==> src/rtl/i2c_pkg.sv <==
`default_nettype none
// +----------------------------------------------------------------------------+
// | Package : i2c_pkg                                                          |
// | Shared state encoding and protocol constants for the I2C register slave.   |
// | Revision: 1.0                                                              |
// +----------------------------------------------------------------------------+
package i2c_pkg;

  typedef enum logic [2:0] {
    IDLE      = 3'd0,
    ADDR      = 3'd1,
    PTR       = 3'd2,
    WRITE     = 3'd3,
    READ_PREP = 3'd4,
    READ      = 3'd5,
    IGNORE    = 3'd6
  } i2c_state_t;

  localparam logic       I2C_RW_WRITE  = 1'b0;
  localparam logic       I2C_RW_READ   = 1'b1;
  localparam logic [7:0] I2C_IDLE_BYTE = 8'hFF;

  function automatic logic addr_match(input logic [7:0] rx, input logic [6:0] dev);
    return rx[7:1] == dev;
  endfunction

endpackage : i2c_pkg
`default_nettype wire

==> src/rtl/i2c_slave_reg_sequencer.sv <==
`default_nettype none
// +----------------------------------------------------------------------------+
// | Module  : i2c_slave_reg_sequencer                                          |
// | Sequences I2C byte events into register read/write strobes with pointer.   |
// | Revision: 1.0                                                              |
// +----------------------------------------------------------------------------+
module i2c_slave_reg_sequencer
  import i2c_pkg::*;
#(
  parameter logic [6:0] DEV_ADDR = 7'h71,
  parameter int         REG_AW   = 4,
  parameter int         NUM_REGS = 16
) (
  input  logic              clk,
  input  logic              reset,
  input  logic              i_start,
  input  logic              i_stop,
  input  logic              i_byte_done,
  input  logic [7:0]        i_rx_byte,
  input  logic              i_master_ack,
  output logic [7:0]        o_tx_byte,
  output logic              o_ack,
  output logic              o_busy,
  output logic [REG_AW-1:0] o_reg_addr,
  output logic [7:0]        o_reg_wdata,
  output logic              o_reg_we,
  output logic              o_reg_re,
  input  logic [7:0]        i_reg_rdata
);

  localparam logic [8:0]        c_num_regs = 9'(NUM_REGS);
  localparam logic [REG_AW-1:0] c_last_ptr = REG_AW'(NUM_REGS - 1);

  i2c_state_t        r_state, w_state_nxt;
  logic [REG_AW-1:0] r_ptr, w_ptr_nxt, w_ptr_inc;
  logic [7:0]        r_tx_byte, w_tx_byte_nxt;
  logic              r_ack, w_ack_nxt;
  logic [REG_AW-1:0] r_reg_addr, w_reg_addr_nxt;
  logic [7:0]        r_reg_wdata, w_reg_wdata_nxt;
  logic              r_reg_we, w_reg_we_nxt;
  logic              r_reg_re, w_reg_re_nxt;

  assign w_ptr_inc = (r_ptr == c_last_ptr) ? '0 : r_ptr + REG_AW'(1);

  always_ff @(posedge clk) begin
    if (reset) begin
      r_state     <= IDLE;
      r_ptr       <= '0;
      r_tx_byte   <= I2C_IDLE_BYTE;
      r_ack       <= 1'b0;
      r_reg_addr  <= '0;
      r_reg_wdata <= '0;
      r_reg_we    <= 1'b0;
      r_reg_re    <= 1'b0;
    end else begin
      r_state     <= w_state_nxt;
      r_ptr       <= w_ptr_nxt;
      r_tx_byte   <= w_tx_byte_nxt;
      r_ack       <= w_ack_nxt;
      r_reg_addr  <= w_reg_addr_nxt;
      r_reg_wdata <= w_reg_wdata_nxt;
      r_reg_we    <= w_reg_we_nxt;
      r_reg_re    <= w_reg_re_nxt;
    end
  end

  always_comb begin
    w_state_nxt     = r_state;
    w_ptr_nxt       = r_ptr;
    w_tx_byte_nxt   = r_tx_byte;
    w_ack_nxt       = r_ack;
    w_reg_addr_nxt  = r_reg_addr;
    w_reg_wdata_nxt = r_reg_wdata;
    w_reg_we_nxt    = 1'b0;
    w_reg_re_nxt    = 1'b0;

    // Bus conditions pre-empt any byte event arriving in the same cycle.
    if (i_stop) begin
      w_state_nxt = IDLE;
    end else if (i_start) begin
      w_state_nxt = ADDR;
    end else begin
      unique case (r_state)
        IDLE: ;
        ADDR: if (i_byte_done) begin
          if (!addr_match(i_rx_byte, DEV_ADDR)) begin
            w_ack_nxt     = 1'b0;
            w_tx_byte_nxt = I2C_IDLE_BYTE;
            w_state_nxt   = IGNORE;
          end else if (i_rx_byte[0] == I2C_RW_WRITE) begin
            w_ack_nxt   = 1'b1;
            w_state_nxt = PTR;
          end else begin
            w_ack_nxt      = 1'b1;
            w_reg_re_nxt   = 1'b1;
            w_reg_addr_nxt = r_ptr;
            w_state_nxt    = READ_PREP;
          end
        end
        PTR: if (i_byte_done) begin
          if ({1'b0, i_rx_byte} >= c_num_regs) begin
            w_ack_nxt     = 1'b0;
            w_tx_byte_nxt = I2C_IDLE_BYTE;
            w_state_nxt   = IGNORE;
          end else begin
            w_ptr_nxt   = i_rx_byte[REG_AW-1:0];
            w_ack_nxt   = 1'b1;
            w_state_nxt = WRITE;
          end
        end
        WRITE: if (i_byte_done) begin
          w_reg_we_nxt    = 1'b1;
          w_reg_addr_nxt  = r_ptr;
          w_reg_wdata_nxt = i_rx_byte;
          w_ack_nxt       = 1'b1;
          w_ptr_nxt       = w_ptr_inc;
        end
        // Read data is presented while the strobe is high; capture it here.
        READ_PREP: begin
          w_tx_byte_nxt = i_reg_rdata;
          w_ptr_nxt     = w_ptr_inc;
          w_state_nxt   = READ;
        end
        READ: if (i_byte_done) begin
          w_ack_nxt = 1'b0;
          if (i_master_ack) begin
            w_reg_re_nxt   = 1'b1;
            w_reg_addr_nxt = r_ptr;
            w_state_nxt    = READ_PREP;
          end else begin
            w_tx_byte_nxt = I2C_IDLE_BYTE;
            w_state_nxt   = IGNORE;
          end
        end
        IGNORE: if (i_byte_done) begin
          w_ack_nxt     = 1'b0;
          w_tx_byte_nxt = I2C_IDLE_BYTE;
        end
        default: w_state_nxt = IDLE;
      endcase
    end
  end

  assign o_busy      = (r_state == PTR) || (r_state == WRITE) ||
                       (r_state == READ_PREP) || (r_state == READ);
  assign o_tx_byte   = r_tx_byte;
  assign o_ack       = r_ack;
  assign o_reg_addr  = r_reg_addr;
  assign o_reg_wdata = r_reg_wdata;
  assign o_reg_we    = r_reg_we;
  assign o_reg_re    = r_reg_re;

endmodule : i2c_slave_reg_sequencer
`default_nettype wire

==> config.mk <==
export PLATFORM = sky130hd
export DESIGN_NAME = i2c_slave_reg_sequencer
export DESIGN_NICKNAME = d
export VERILOG_FILES = /design/src/rtl/i2c_pkg.sv /design/src/rtl/i2c_slave_reg_sequencer.sv
export SDC_FILE = /design/constraint.sdc
export NUM_CORES = 1
export LEC_CHECK = 0
export CAP_MARGIN = 25
export CORE_MARGIN = 8
export CORE_UTILIZATION = 50
export DETAILED_ROUTE_END_ITERATION = 12
export PLACE_DENSITY = 0.84
export SLEW_MARGIN = 20
export SYNTH_ARGS = -nofsm -noshare
export SYNTH_HDL_FRONTEND = slang
export SYNTH_SLANG_ARGS = --single-unit
==> constraint.sdc <==
create_clock -name clk -period 2.55 [get_ports clk]
set_input_delay 0.6375 -clock clk [delete_from_list [all_inputs] [get_ports clk]]
set_output_delay 0.6375 -clock clk [all_outputs]
set_load 0.02 [all_outputs]
Yosys cells after proc, flatten, opt, wreduce, memory -nomap -nowiden
Cells that the tools add are included.
{"block": "op_classes", "n_addsub": 1, "magnitude_cmp": 1, "n_eq_ne": 25, "mux": 43, "bitwise_logic": 4, "reduce_logical": 20}
{"op": "$mux 8", "n": 7}
{"op": "$mux 4", "n": 10}
{"op": "$pmux 8 s5", "n": 1}
{"op": "$ne 2x2->1 const B", "n": 12}
{"op": "$pmux 4 s3", "n": 2}
{"op": "$mux 3", "n": 6}
{"op": "$pmux 3 s5", "n": 1}
{"op": "$mux 1", "n": 13}
{"op": "$reduce_and 4->1", "n": 3}
{"op": "$reduce_and 10->1", "n": 1}
{"op": "$eq 3x3->1 const B", "n": 3}
{"op": "$ne 3x3->1 const B", "n": 3}
{"op": "$reduce_and 9->1", "n": 1}
{"op": "$ge 8x5->1 const B", "n": 1}
{"op": "$eq 7x7->1 const B", "n": 1}
{"op": "$reduce_and 7->1", "n": 1}
{"op": "$eq 3x2->1 const B", "n": 2}
{"op": "$reduce_and 6->1", "n": 1}
{"op": "$reduce_bool 3->1", "n": 2}
{"op": "$reduce_or 3->1", "n": 2}
{"op": "$reduce_bool 5->1", "n": 1}
{"op": "$add 4x1->4 const B", "n": 1}
{"op": "$eq 4x4->1 const B", "n": 1}
{"op": "$ne 2x1->1 const B", "n": 2}
{"op": "other kinds (10)", "n": 16}
{"block": "totals", "register_bits": 30, "input_bits": 22, "out_inout_bits": 24, "wordCells": 103}

Depth between registers and ports, before layout
Gate-level depths: netlist (run 1).
{"block": "logic_depth", "depth_word": 5, "mapped_depth": 6, "depth_no_buf": 5}

Worst setup path before layout (run 1)
No wires, ideal clock.
{"block": "synth_timing", "path_kind": "input port to flip-flop", "from": "input i_rx_byte[2]", "to": "register r_reg_re, in the netlist o_reg_re", "arrival_ps": 1810, "required_time_ps": 2447, "path_slack_ps": 637, "stages": 4, "n_path_buf": 0, "path_cell_list": "nand4b_1 > or4_4 > o21bai_1 > a2111oi_2"}
{"block": "synth_via", "elab_chain_cells": 4}
{"element": "from (decl)", "line_no": "i2c_slave_reg_sequencer.sv:19", "source": "input logic [7:0] i_rx_byte,"}
{"element": "$eq 7x7->1", "line_no": "i2c_pkg.sv:24", "source": "return rx[7:1] == dev;"}
{"element": "$mux 1", "line_no": "i2c_slave_reg_sequencer.sv:86", "source": "if (!addr_match(i_rx_byte, DEV_ADDR)) begin"}
{"element": "$mux 1", "line_no": "i2c_slave_reg_sequencer.sv:85", "source": "ADDR: if (i_byte_done) begin"}
{"element": "$pmux 1 s2", "line_no": "i2c_slave_reg_sequencer.sv:83", "source": "unique case (r_state)"}
{"element": "to (signal assigned)", "line_no": "i2c_slave_reg_sequencer.sv:63", "source": "r_reg_re <= w_reg_re_nxt;"}
{"element": "to (decl)", "line_no": "i2c_slave_reg_sequencer.sv:41", "source": "logic r_reg_re, w_reg_re_nxt;"}
Every way passes these cells.
A chain may end at the register's enable or synchronous reset.

Worst setup path after layout (run 1)
{"block": "layout_timing", "from": "register r_state[1]", "to": "output o_busy"}
{"block": "layout_via", "elab_chain_cells": 4}
{"element": "from (decl)", "line_no": "i2c_slave_reg_sequencer.sv:34", "source": "i2c_state_t r_state, w_state_nxt;"}
{"element": "from (signal assigned)", "line_no": "i2c_slave_reg_sequencer.sv:56", "source": "r_state <= w_state_nxt;"}
{"element": "$eq 3x2->1", "line_no": "i2c_slave_reg_sequencer.sv:144", "source": "assign o_busy = (r_state == PTR) || (r_state == WRITE) ||"}
{"element": "$logic_or 1x1->1 (2 in series)", "line_no": "i2c_slave_reg_sequencer.sv:144"}
{"element": "$logic_or 1x1->1 (*)", "line_no": "i2c_slave_reg_sequencer.sv:145", "source": "(r_state == READ_PREP) || (r_state == READ);"}
{"element": "to (decl)", "line_no": "i2c_slave_reg_sequencer.sv:23", "source": "output logic o_busy,"}
Every way passes the cells marked *; elsewhere a longest branch is shown, timed or not.

==> results of run 1 <==
[worst max-delay path: stages, from the launching register on]
cell and delay (ns):
dfxtp_1 0.47, nand2b_1 0.16, nand2_1 0.09, clkdlybuf4s50_1 0.61
[cell families after synthesis]
logic type / after synthesis / share of synthesized area [%]
and+or+nand+nor: 75 / 23.8
AOI/OAI and AO/OA: 34 / 17.3
DFF: 30 / 38.0
muxes: 23 / 14.7
buffers and inverters: 17 / 5.30
adders and majority gates: 1 / 0.792
[state kept, by name (all words and copies together) (netlist names)]
signal and count:
o_ack 1, o_reg_addr 4, o_reg_re 1, o_reg_wdata 8
o_reg_we 1, o_tx_byte 8, r_ptr 4, r_state 3
[per-layer routing]
layer	up-vias	track usage (%)	wire length [µm]
met1	684	17.8	1600
li1	743	-	-
met2	79	27.1	1890
met5	-	0	0
met4	0	6.80	65
met3	8	7.16	470
[how the worst max path moves through the flow]
| stage | startpoint | endpoint | slack (ns) | cells past startpoint |
|---|---|---|---|---|
| 5_1_grt | r_state[1]$_SDFFE_PP0P_ | o_busy | 0.17 | 3 |
| 3_5_place_dp | i_rx_byte[6] | o_reg_addr[1]$_SDFFE_PP0P_ | 0.03 | 5 |
| 4_1_cts | r_state[1]$_SDFFE_PP0P_ | o_busy | 0.24 | 3 |
| 6_report | r_state[1]$_SDFFE_PP0P_ | o_busy | 0.25 | 3 |
| 3_3_place_gp | i_rx_byte[2] | o_reg_addr[1]$_SDFFE_PP0P_ | 0.07 | 5 |
| 2_1_floorplan | i_rx_byte[2] | o_reg_re$_SDFF_PP0_ | 0.64 | 4 |
[layout make-up]
type / count / area (µm²)
Timing Repair Buffer: 53 / 510
Inverter: 4 / 15.0
Clock buffer: 6 / 51.3
Sequential cell: 30 / 601
Fill cell: 246 / 887
Clock inverter: 2 / 12.5
Multi-Input combinational cell: 133 / 896
Tap cell: 44 / 55.1
[power groups by stage]
stage / Combinational (mW) / Sequential (mW) / Clock, mW
global route: 0.0880 / 0.474 / 0.327
finish: 0.0812 / 0.473 / 0.304
global placement: 0.0782 / 0.484 / 0
detailed placement: 0.0803 / 0.484 / 0
CTS: 0.0808 / 0.473 / 0.314
floorplan: 0.0348 / 0.480 / 0
[layout by cell type, fill, tap and decap left out, types with 3 or more instances in the layout]
cell / instances
clkdlybuf4s50_1: 45
nor2_1: 30
dfxtp_1: 30
mux2i_1: 21
nand2_1: 15
a21oi_1: 8
buf_4: 8
nand2b_1: 6
clkbuf_4: 5
inv_1: 4
nor3_1: 3
nand3b_1: 3
nand3_1: 3
a31oi_1: 3
==> metrics.cfg, run 1 <==
[run_status]
status = finished clean

[power]
p_leak_nw = 0.920
p_seq_share_pct = 55.1
power_density_nw_per_um2 = 401
total_power_mw = 0.858
ir_drop_mv = 0.427
p_sw_mw = 0.212
intPower_mw = 0.646
p_comb_share_pct = 9.5
swShare_pct = 24.7
clkPwrFrac_pct = 35.4

[worst_setup_path]
cp.arrival_ns = 1.67
crit_required_ns = 1.91
worstSetupEndpointType = output pin
rrSetupSlack_ns = 0.59
r2r-start = r_state[2]$_SDFFE_PP0P_
critPathLaunchType = flip-flop
reg2regPathDepth = 5
cp_max_fo = 8
crit_type = flip-flop to output pin
reg2reg_to = r_ptr[0]$_SDFFE_PP0P_

[floorplanning]
start_util_pct = 52.2
core_area_um2 = 3030
num_io_pins = 46
dieHeight_um = 72.2
die_area_um2 = 5220
num_rows = 20
dieWidth_um = 72.2

[synthesis]
synthDistinctLibCells = 47
synth.largest_area_cell = dfxtp_1
synth_edf_count = 0
avgSynthCellArea_um2 = 8.78
syn_area_um2 = 1580
syn_nets = 203
ys_warn_count = 0
synthTopCellsByArea = dfxtp_1 (38%), mux2i_1 (13%), nor2_1 (7.1%), nand2_1 (3.6%), a21oi_1 (2.5%)
ys_seq_area_share_pct = 38.0
synth_top_cells_by_count = dfxtp_1 (30), nor2_1 (30), mux2i_1 (21)
async_reset_ff_share_pct = 0
synthFlopType = dfxtp_1
ys_ff_latch = 30
syn_inst = 180
yosys.area.top_type_share_pct = 38.0

[final_layout]
area_growth_pct = 35.5
stdcell_area_um2 = 2140
fin_cells = 272
layout-drive-gt1-share_pct = 11.4
n_antenna_cell = 0
nets = 250
fin_util_pct = 70.7

[drt]
detail_route.wl_per_cell_um = 14.8
viasPerCell = 5.57
drt_pass1_iterations = 6
drtAntennaViolNets = 0
vias = 1514
routed_wirelength_um = 4030
drt_iter0_drc = 68
drc = 0

[cts]
cts_setup_buffers = 0
cts_max_path_buffers = 2
cts_tree = built
cts.sinks = 30
worstSkewPairLatency_ns = 0.34
root_buffer = clkbuf_4
numCtsBuffers = 5
ctsHtreeMaxLevel = 2
path_clk_slew_ns = 0.10
cts_hold_buf = 0
cts_resized = 0

[placement]
dp.cells = 264
dpl-instance-area_um2 = 2080
place_ws_ns = 0.0322
routabilityCongestion = 0.902
io_buffer_count = 45
dp_hpwl_um = 3130

[timing]
worst_pin_slew_ns = 0.571
holdWs_ns = 0.469
final_max_slew_viol_count = 0
relSlewSlack_pct = 61.9
finalHoldViolCount = 0
layout_min_cycle_time_ns = 2.30
rsz0062_at_grt = false
fmax_mhz = 434
fin_worst_skew_ns = 0.0122
finalSetupTns_ns = 0
finalCritPeriodShare_pct = 90.3
setup_violations = 0
fin_ws_ns = 0.247

[grt]
grt_max_degree = 22
grt_pass1_vias = 1473
grt_pass1_wl_um = 6880
antenna_found_initial = 0
grt_overflow = 0
grt_usage_pct = 16.4

[run]
drv_cap = 0

[worst_hold_path]
holdPathEnd = o_reg_addr[0]$_SDFFE_PP0P_
min_from = o_reg_addr[0]$_SDFFE_PP0P_
min_path_type = flip-flop to flip-flop
min_path_cells = 2

No activity file was read; power rests on OpenSTA's default activity.
==> run 2: changes to the inputs <==
Settings changed: GPL_ROUTABILITY_DRIVEN set to 0.
==> results of run 2 <==
Same layout as run 1: the final DEF is identical, and so are final timing and power.
==> run 3: changes to the inputs <==
Settings changed: CTS_BUF_LIST set to sky130_fd_sc_hd__clkbuf_16.
==> metrics.cfg, run 3 (synthesis gave the netlist of run 1 again) <==
[run_status]
status = finished clean

[worst_setup_path]
critPathLaunchType = flip-flop
r2r-start = r_state[2]$_SDFFE_PP0P_
crit_type = flip-flop to output pin
worstSetupEndpointType = output pin
crit_required_ns = 1.91
reg2regPathDepth = 5
cp_slowest_stage_delay_ns = 0.61
cp_cell_sequence = nand2b_1, nand2_1, clkdlybuf4s50_1
reg2reg_to = r_ptr[3]$_SDFFE_PP0P_
cp_max_fo = 8
crit_family = buffers and inverters
rrSetupSlack_ns = 0.58
cp.arrival_ns = 1.63
slowest_stage = clkdlybuf4s50_1
path_buf_inv = 1

[cts]
cts_setup_buffers = 0
root_buffer = clkbuf_16
cts.sinks = 30
path_clk_slew_ns = 0.05
cts_resized = 0
cts_tree = built
numCtsBuffers = 5
cts_hold_buf = 0
cts_max_path_buffers = 2
worstSkewPairLatency_ns = 0.27
ctsHtreeMaxLevel = 2

[drt]
drc = 0
drt_pass1_iterations = 4
vias = 1503
drtAntennaViolNets = 0
routed_wirelength_um = 4180
viasPerCell = 5.53
detail_route.wl_per_cell_um = 15.4
drt_iter0_drc = 65

[power]
p_leak_nw = 0.953
ir_drop_mv = 0.495
power_density_nw_per_um2 = 501

[placement]
io_buffer_count = 45
dp_hpwl_um = 3130
dpl-instance-area_um2 = 2080
dp.cells = 264

[final_layout]
layout_commonest_cell = clkdlybuf4s50_1
n_antenna_cell = 0
nets = 250
fin_cells = 272
layout-drive-gt1-share_pct = 11.0
fin_util_pct = 73.3
final_cell_mix = clkdlybuf4s50_1 (45), nor2_1 (30), dfxtp_1 (30)
area_growth_pct = 40.4
stdcell_area_um2 = 2220

[timing]
rsz0062_at_grt = false
finalHoldViolCount = 0
layout_min_cycle_time_ns = 2.27
relSlewSlack_pct = 59.9
finalCritPeriodShare_pct = 88.9
final_max_slew_viol_count = 0
fmax_mhz = 441
finalSetupTns_ns = 0
worst_pin_slew_ns = 0.601
fin_worst_skew_ns = 0.00365
holdWs_ns = 0.460
setup_violations = 0

[floorplanning]
core_area_um2 = 3030
start_util_pct = 52.2
die_area_um2 = 5220
num_io_pins = 46
dieWidth_um = 72.2
num_rows = 20
dieHeight_um = 72.2

[worst_hold_path]
holdPathEnd = o_reg_addr[0]$_SDFFE_PP0P_
min_path_type = flip-flop to flip-flop
min_path_cells = 2
min_from = o_reg_addr[0]$_SDFFE_PP0P_

[run]
drv_cap = 0

[grt]
grt_overflow = 0
grt_max_degree = 22
grt_pass1_wl_um = 7070
grt_usage_pct = 16.9
grt_pass1_vias = 1495
antenna_found_initial = 0

[run 3: cell types whose count changed in the layout (fill, tap and decap cells not counted)]
cell and change:
clkbuf_8 -1, clkbuf_16 +5, clkbuf_4 -5, clkinv_1 +1
[run 3: final cells by class]
cell class / count / area [µm²]
clock buffers: 5 / 125
clock inverters: 3 / 16.3
fillers: 235 / 810
inverters: 4 / 15.0
multi-input cells: 133 / 896
flip-flops and latches: 30 / 601
well taps: 44 / 55.1
repair buffers: 53 / 510
[run 3: through the flow]
step	total power, mW	setup WS [ns]
detailed placement	0.564	0.0322
global placement	0.562	0.0728
global route	1.14	0.156
floorplan	0.515	0.637
CTS	1.12	0.300
finish	1.11	0.283
[run 3: power breakdown]
part	leakage (nW)	total, mW	switching (mW)	internal, mW
Combinational	0.644	0.0816	0.0370	0.0446
Clock	0.0672	0.556	0.201	0.355
Sequential	0.242	0.475	0.00405	0.471
Total	0.953	1.11	0.242	0.870
[run 3: worst max-delay path by stage]
stage                                 start                          to  cells after the start
global route                   i_rx_byte[4]   o_tx_byte[5]$_SDFFE_PP1P_                      6
CTS                 r_state[1]$_SDFFE_PP0P_                      o_busy                      3
global placement               i_rx_byte[2]  o_reg_addr[1]$_SDFFE_PP0P_                      5
detailed placement             i_rx_byte[6]  o_reg_addr[1]$_SDFFE_PP0P_                      5
floorplan                      i_rx_byte[2]         o_reg_re$_SDFF_PP0_                      4
finish              r_state[1]$_SDFFE_PP0P_                      o_busy                      3
[run 3: metal layers]
layer | track usage (%) | vias to the layer above | part of all wire [%]
met1 | 18.0 | 689 | 41
met5 | 0 | - | 0
met4 | 6.35 | 0 | 1.1
li1 | - | 745 | -
met3 | 7.85 | 5 | 9.9
met2 | 28.4 | 64 | 48
[run 3: tightest hold or removal path, cell delays in order (launching register included)]
cell and delay (ns):
dfxtp_1 0.30, nand2_1 0.05, mux2i_1 0.05
